==> config.mk <==
export PLATFORM = sky130hd
export DESIGN_NAME = lvds_rx_buf_arbiter
export DESIGN_NICKNAME = d
export VERILOG_FILES = /design/src/rtl/lvds_rx_buf_arbiter_pkg.sv /design/src/rtl/lvds_rx_buf_arbiter_rr_arbiter4.sv /design/src/rtl/lvds_rx_buf_arbiter.sv
export SDC_FILE = /design/constraint.sdc
export NUM_CORES = 1
export LEC_CHECK = 0
export CORE_AREA = 2 2 178 93
export DETAILED_ROUTE_END_ITERATION = 12
export DIE_AREA = 0 0 180 95
export PLACE_DENSITY = 0.75
export SLEW_MARGIN = 20
export SYNTH_ARGS = -nofsm -noshare
export SYNTH_HDL_FRONTEND = slang
export SYNTH_SLANG_ARGS = --single-unit
==> constraint.sdc <==
create_clock -name HCLK -period 7.65 [get_ports HCLK]
set_input_delay 1.53 -clock HCLK [delete_from_list [all_inputs] [get_ports HCLK]]
set_output_delay 1.53 -clock HCLK [all_outputs]
set_load 0.02 [all_outputs]
==> src/rtl/lvds_rx_buf_arbiter_pkg.sv <==
`timescale 1ns/1ps
`default_nettype none
// +--------------------------------------------------------------------+
// | lvds_rx_buf_arbiter_pkg : constants shared with the LVDS AHB bridge |
// | rev 1.0                                                            |
// +--------------------------------------------------------------------+
package lvds_rx_buf_arbiter_pkg;

   localparam int LVDS_NUM_EU        = 4;
   localparam int ST_DONE            = 0;
   localparam int ST_OVF             = 1;
   localparam int ST_BUSY            = 2;
   localparam int BUF_ADDR_W_DEFAULT = 9;
   localparam logic [31:0] EU_BYTE_OFFSET = 32'h0000_0800;

   typedef logic [7:0] eu_state_t;

   function automatic eu_state_t state_byte(input logic done, input logic ovf, input logic busy);
      eu_state_t s;
      s          = '0;
      s[ST_DONE] = done;
      s[ST_OVF]  = ovf;
      s[ST_BUSY] = busy;
      return s;
   endfunction

endpackage
`default_nettype wire

==> src/rtl/lvds_rx_buf_arbiter_rr_arbiter4.sv <==
`timescale 1ns/1ps
`default_nettype none
// +--------------------------------------------------------------------+
// | rr_arbiter4 : combinational 4-way round-robin, search from last+1   |
// | rev 1.0                                                            |
// +--------------------------------------------------------------------+
module rr_arbiter4 (
   input  logic [3:0] req,
   input  logic [1:0] last,
   output logic [3:0] gnt,
   output logic       valid
);

   logic [1:0] idx;

   always_comb begin
      gnt   = '0;
      valid = 1'b0;
      idx   = '0;
      // i = 4 wraps back to 'last' itself, so it gets the lowest priority
      for (int i = 1; i <= 4; i++) begin
         idx = last + 2'(i);
         if (!valid && req[idx]) begin
            gnt[idx] = 1'b1;
            valid    = 1'b1;
         end
      end
   end

endmodule
`default_nettype wire

==> src/rtl/lvds_rx_buf_arbiter.sv <==
`timescale 1ns/1ps
`default_nettype none
// +--------------------------------------------------------------------+
// | lvds_rx_buf_arbiter : EU receive-buffer write arbiter, pointers and |
// | per-EU state bytes.  rev 1.0                                        |
// +--------------------------------------------------------------------+
module lvds_rx_buf_arbiter
   import lvds_rx_buf_arbiter_pkg::*;
#(
   parameter int BUF_ADDR_W = BUF_ADDR_W_DEFAULT
) (
   input  logic                            HCLK,
   input  logic                            HRESET,
   input  logic [3:0]                      EU_WR_REQ,
   input  logic [127:0]                    EU_WR_DATA,
   input  logic [3:0]                      EU_WR_LAST,
   output logic [3:0]                      EU_WR_ACK,
   output logic [3:0]                      BUF_WE,
   output logic [BUF_ADDR_W-1:0]           BUF_WADDR,
   output logic [31:0]                     BUF_WDATA,
   input  logic                            RX_STATE_CLEAR,
   input  logic [3:0]                      LVDS_EU,
   output logic [7:0]                      LVDS_EU1_STATE,
   output logic [7:0]                      LVDS_EU2_STATE,
   output logic [7:0]                      LVDS_EU3_STATE,
   output logic [7:0]                      LVDS_EU4_STATE,
   output logic [4*(BUF_ADDR_W+1)-1:0]     EU_WCNT
);

   localparam int PW    = BUF_ADDR_W + 1;
   localparam int DEPTH = 1 << BUF_ADDR_W;

   logic [LVDS_NUM_EU-1:0][PW-1:0] wptr_q, wptr_d;
   logic [LVDS_NUM_EU-1:0]         done_q, done_d;
   logic [LVDS_NUM_EU-1:0]         ovf_q, ovf_d;
   eu_state_t [LVDS_NUM_EU-1:0]    state_q, state_d;
   logic [1:0]                     last_grant_q, last_grant_d;
   logic [3:0]                     ack_q, ack_d;
   logic [3:0]                     we_q, we_d;
   logic [BUF_ADDR_W-1:0]          waddr_q, waddr_d;
   logic [31:0]                    wdata_q, wdata_d;

   logic [3:0] w_clr;
   logic [3:0] w_elig;
   logic [3:0] w_gnt;
   logic       w_gnt_valid;

   // ack_q doubles as "granted last cycle", which enforces 1 word per 2 cycles per EU
   assign w_clr  = {4{RX_STATE_CLEAR}} & LVDS_EU;
   assign w_elig = EU_WR_REQ & ~ack_q & ~w_clr;

   rr_arbiter4 u_arb (
      .req   (w_elig),
      .last  (last_grant_q),
      .gnt   (w_gnt),
      .valid (w_gnt_valid)
   );

   always_comb begin
      wptr_d       = wptr_q;
      done_d       = done_q;
      ovf_d        = ovf_q;
      last_grant_d = last_grant_q;
      ack_d        = '0;
      we_d         = '0;
      waddr_d      = waddr_q;
      wdata_d      = wdata_q;
      state_d      = state_q;

      for (int k = 0; k < LVDS_NUM_EU; k++) begin
         if (w_gnt_valid && w_gnt[k]) begin
            ack_d[k]     = 1'b1;
            last_grant_d = 2'(k);
            if (!done_q[k] && (wptr_q[k] < PW'(DEPTH))) begin
               we_d[k]   = 1'b1;
               waddr_d   = wptr_q[k][BUF_ADDR_W-1:0];
               wdata_d   = EU_WR_DATA[32*k +: 32];
               wptr_d[k] = wptr_q[k] + PW'(1);
               if (EU_WR_LAST[k]) done_d[k] = 1'b1;
            end else begin
               // frame already closed or buffer full: swallow the word
               ovf_d[k] = 1'b1;
               if (!done_q[k] && EU_WR_LAST[k]) done_d[k] = 1'b1;
            end
         end
      end

      // clear wins over a same-cycle pointer update
      for (int k = 0; k < LVDS_NUM_EU; k++) begin
         if (w_clr[k]) begin
            wptr_d[k] = '0;
            done_d[k] = 1'b0;
            ovf_d[k]  = 1'b0;
         end
         state_d[k] = state_byte(done_d[k], ovf_d[k], (wptr_d[k] != '0) && !done_d[k]);
      end
   end

   always_ff @(posedge HCLK) begin
      if (HRESET) begin
         wptr_q       <= '0;
         done_q       <= '0;
         ovf_q        <= '0;
         state_q      <= '0;
         last_grant_q <= 2'd3;
         ack_q        <= '0;
         we_q         <= '0;
         waddr_q      <= '0;
         wdata_q      <= '0;
      end else begin
         wptr_q       <= wptr_d;
         done_q       <= done_d;
         ovf_q        <= ovf_d;
         state_q      <= state_d;
         last_grant_q <= last_grant_d;
         ack_q        <= ack_d;
         we_q         <= we_d;
         waddr_q      <= waddr_d;
         wdata_q      <= wdata_d;
      end
   end

   assign EU_WR_ACK      = ack_q;
   assign BUF_WE         = we_q;
   assign BUF_WADDR      = waddr_q;
   assign BUF_WDATA      = wdata_q;
   assign LVDS_EU1_STATE = state_q[0];
   assign LVDS_EU2_STATE = state_q[1];
   assign LVDS_EU3_STATE = state_q[2];
   assign LVDS_EU4_STATE = state_q[3];
   assign EU_WCNT        = wptr_q;

endmodule
`default_nettype wire

==> run summary <==
Hold Buf Count CTS: 0
Post-route cell area: 8800 µm²
Hpwl dp: 15,700 µm
Final net count: 1,113
Setup ws final: 2.46 ns
Final core utilization: 0.559
Synth warnings: 0
Share of cells above drive strength 1: 0.0384
Tmin final: 5.19 ns
Clock Sinks: 103
Post-synthesis sequential area ratio: 0.339
Metal2 WL: 8470 µm
Status: complete, no violations
Final Slew Violations: 0
# rows: 33
CTS root buf: clkbuf_16
Cells after synthesis: 753
Die Footprint: 17,100 µm²
Startpoint type of the worst setup path: primary input
Max-cap check violation count: 0
Critical-path maximum fanout: 93
Crit end category: flop
Worst min path class: flop to flop
GRT Util Overall: 0.243
Most used DFF post-synth: dfxtp_1
H-tree level count: 3
Compound-Gate Fraction of Synth Area: 0.170
Most frequent cells in the layout: clkdlybuf4s50_1 (242), nor2_1 (154), dfxtp_1 (103), a211oi_1 (82), nor3_1 (50)
PD cells: 384 nW/µm²
Vias in the first global route: 5,804
Post-route ant nets: 0
Worst skew pair latency: 0.35 ns
Synth Register Bits: 103
Peak VDD IR: 237 µV
CTS tree: built
Area of the core: 15,700 µm²
Post-CTS resize count: 0
Worst setup path class: primary input to flop
Setup Skew: 0.0121 ns
Overall die height: 95 µm
Worst hold slack: 0.498 ns
PortBufs: 243
Worst slack at placement: 2.15 ns
Final TNS setup: 0 ns
Worst-margin pin slew: 1.03 ns
Non-filler cells, final: 1,173
Final Cycle Share: 0.678
Total setup buffers inserted after CTS: 0
XOR/XNOR Fraction of Synth Area: 0.0490
DRT Pass-1 Iters: 4
Crit path required time: 7.89 ns
Fillers: 1,480
Synth Area in Simple Gates: 0.248
Syn avg cell area: 8.07 µm²
Wl on met1: 10,500 µm
Leakage: 3.22 nW
Main combinational cell family by area after synthesis: simple AND/OR/NAND/NOR gates
Commonest non-fill, non-tap cell in the layout: clkdlybuf4s50_1
Mapped cell area: 6080 µm²
Largest net degree at the start of global routing: 94
Iter 0 DRT Violations: 458
Final WL: 21,200 µm
Initial Util: 0.386
EDFF count, synth: 0
First-pass GRT wire length: 32,600 µm
Clk slew on worst S/H paths: 0.08 ns
Pwr Total: 3.38 mW
Final setup violation count: 0
Post-synthesis async set-or-reset flop share: 0
GPL Wtd Cong: 0.955
DR WL/cell: 18.1 µm
Top Ports: 264
RSZ-0062 raised after global routing: no
DRC: 0
Met3 routed WL: 2000 µm
Proportion of synthesized area in mux cells: 0.0962
Max Buffers Root-to-Sink: 2
CTS Buf Count: 9
Synth cell types: 56
Area after DPL: 8490 µm²
Die Span X: 180 µm
Worst path arrival time: 5.43 ns
N_diodes: 0
Placed Cells: 1,157
Total number of vias: 6,281
Highest metal used: met4
Worst slew margin: 0.308
DR vias/cell: 5.35
Fin. Hold Viols: 0
Initial antenna violation count: 0
Total congestion overflow: 0
Layout area overhead: 44.8%
Post-Synth Adder-Cell Area: 0.0247
Maximum clock frequency: 0.193 GHz
[metal layers]
metal,vias up,global-route usage
met4,0,0.0461
li1,3058,-
met3,16,0.0818
met5,-,0
met2,279,0.337
met1,2928,0.361
[critical path: stages]
cell,delay (ns)
clkdlybuf4s50_1,0.47
nand2_1,0.26
nand3b_1,0.23
mux4_2,0.60
a21boi_0,0.20
a211o_1,0.39
nand2_4,0.73
and4_1,0.39
mux2_2,0.35
o21ai_0,0.15
a21oi_1,0.09
[layout make-up]
type | count | area, µm² | share of cell area
multi-input combinational | 588 | 3670 | 0.417
timing repair buffer | 246 | 2460 | 0.280
sequential | 103 | 2060 | 0.234
tap | 210 | 263 | 0.0299
clock buffer | 10 | 229 | 0.0260
clock inverter | 6 | 76.3 | 0.00867
inverter | 10 | 37.5 | 0.00427
[synth_stat cells (2+ instances only)]
| master | count | area share |
|---|---|---|
| o21ai_0 | 10 | 0.0082 |
| nand3b_1 | 5 | 0.0062 |
| nor2b_1 | 4 | 0.0041 |
| buf_8 | 3 | 0.0074 |
| mux2_2 | 3 | 0.0056 |
| buf_4 | 20 | 0.025 |
| inv_1 | 10 | 0.0062 |
| a211o_1 | 3 | 0.0043 |
| nor3_1 | 50 | 0.041 |
| and2_1 | 4 | 0.0041 |
| nand2_1 | 34 | 0.021 |
| xnor2_1 | 18 | 0.026 |
| o21a_1 | 2 | 0.0025 |
| nor2_1 | 154 | 0.095 |
| and3b_1 | 3 | 0.0043 |
| nor3b_1 | 6 | 0.0074 |
| a211oi_1 | 82 | 0.10 |
| ha_1 | 12 | 0.025 |
| o211ai_1 | 2 | 0.0025 |
| and3_1 | 4 | 0.0041 |
| mux2i_1 | 46 | 0.076 |
| nand3_1 | 19 | 0.016 |
| buf_1 | 2 | 0.0012 |
| buf_2 | 9 | 0.0074 |
| nand4_1 | 13 | 0.013 |
| xor2_1 | 16 | 0.023 |
| or3_1 | 5 | 0.0051 |
| a31oi_1 | 13 | 0.013 |
| dfxtp_1 | 103 | 0.34 |
| clkbuf_1 | 36 | 0.022 |
| nor4b_1 | 2 | 0.0029 |
| a21oi_1 | 21 | 0.017 |
| nand2b_1 | 11 | 0.011 |
| mux4_2 | 4 | 0.015 |
| or2_2 | 3 | 0.0031 |
[sequential cells by signal, summed over array words and instances (netlist names)]
signal          flops
BUF_WDATA          32
LVDS_EU2_STATE      1
BUF_WE              4
BUF_WADDR           9
LVDS_EU3_STATE      1
EU_WR_ACK           4
ovf_q               3
LVDS_EU1_STATE      1
done_q              3
LVDS_EU4_STATE      3
EU_WCNT            40
last_grant_q        2
[kinds of logic after synthesis]
group | count (synthesis)
mux | 53
fa+ha+maj | 12
other cells | 1
simple gates | 322
buf+inv | 81
compound gates | 147
flops | 103
xor+xnor | 34
[final timing paths]
path                        start           endpoint  slack, ns  cells past startpoint
setup / recovery   RX_STATE_CLEAR  LVDS_EU3_STATE[2]       2.46                     11
hold / removal           ovf_q[2]           ovf_q[2]       0.50                      2
setup reg to reg  last_grant_q[0]  LVDS_EU3_STATE[2]       3.38                     10
hold reg to reg          ovf_q[2]           ovf_q[2]       0.50                      2
[report_power, final]
part           internal (mW)  total (mW)  switching [mW]
Clock                  0.260       0.486           0.225
Sequential             0.677       0.789           0.112
Combinational          0.869        2.11            1.24
Note: power is estimated with default switching activity, not from simulation.
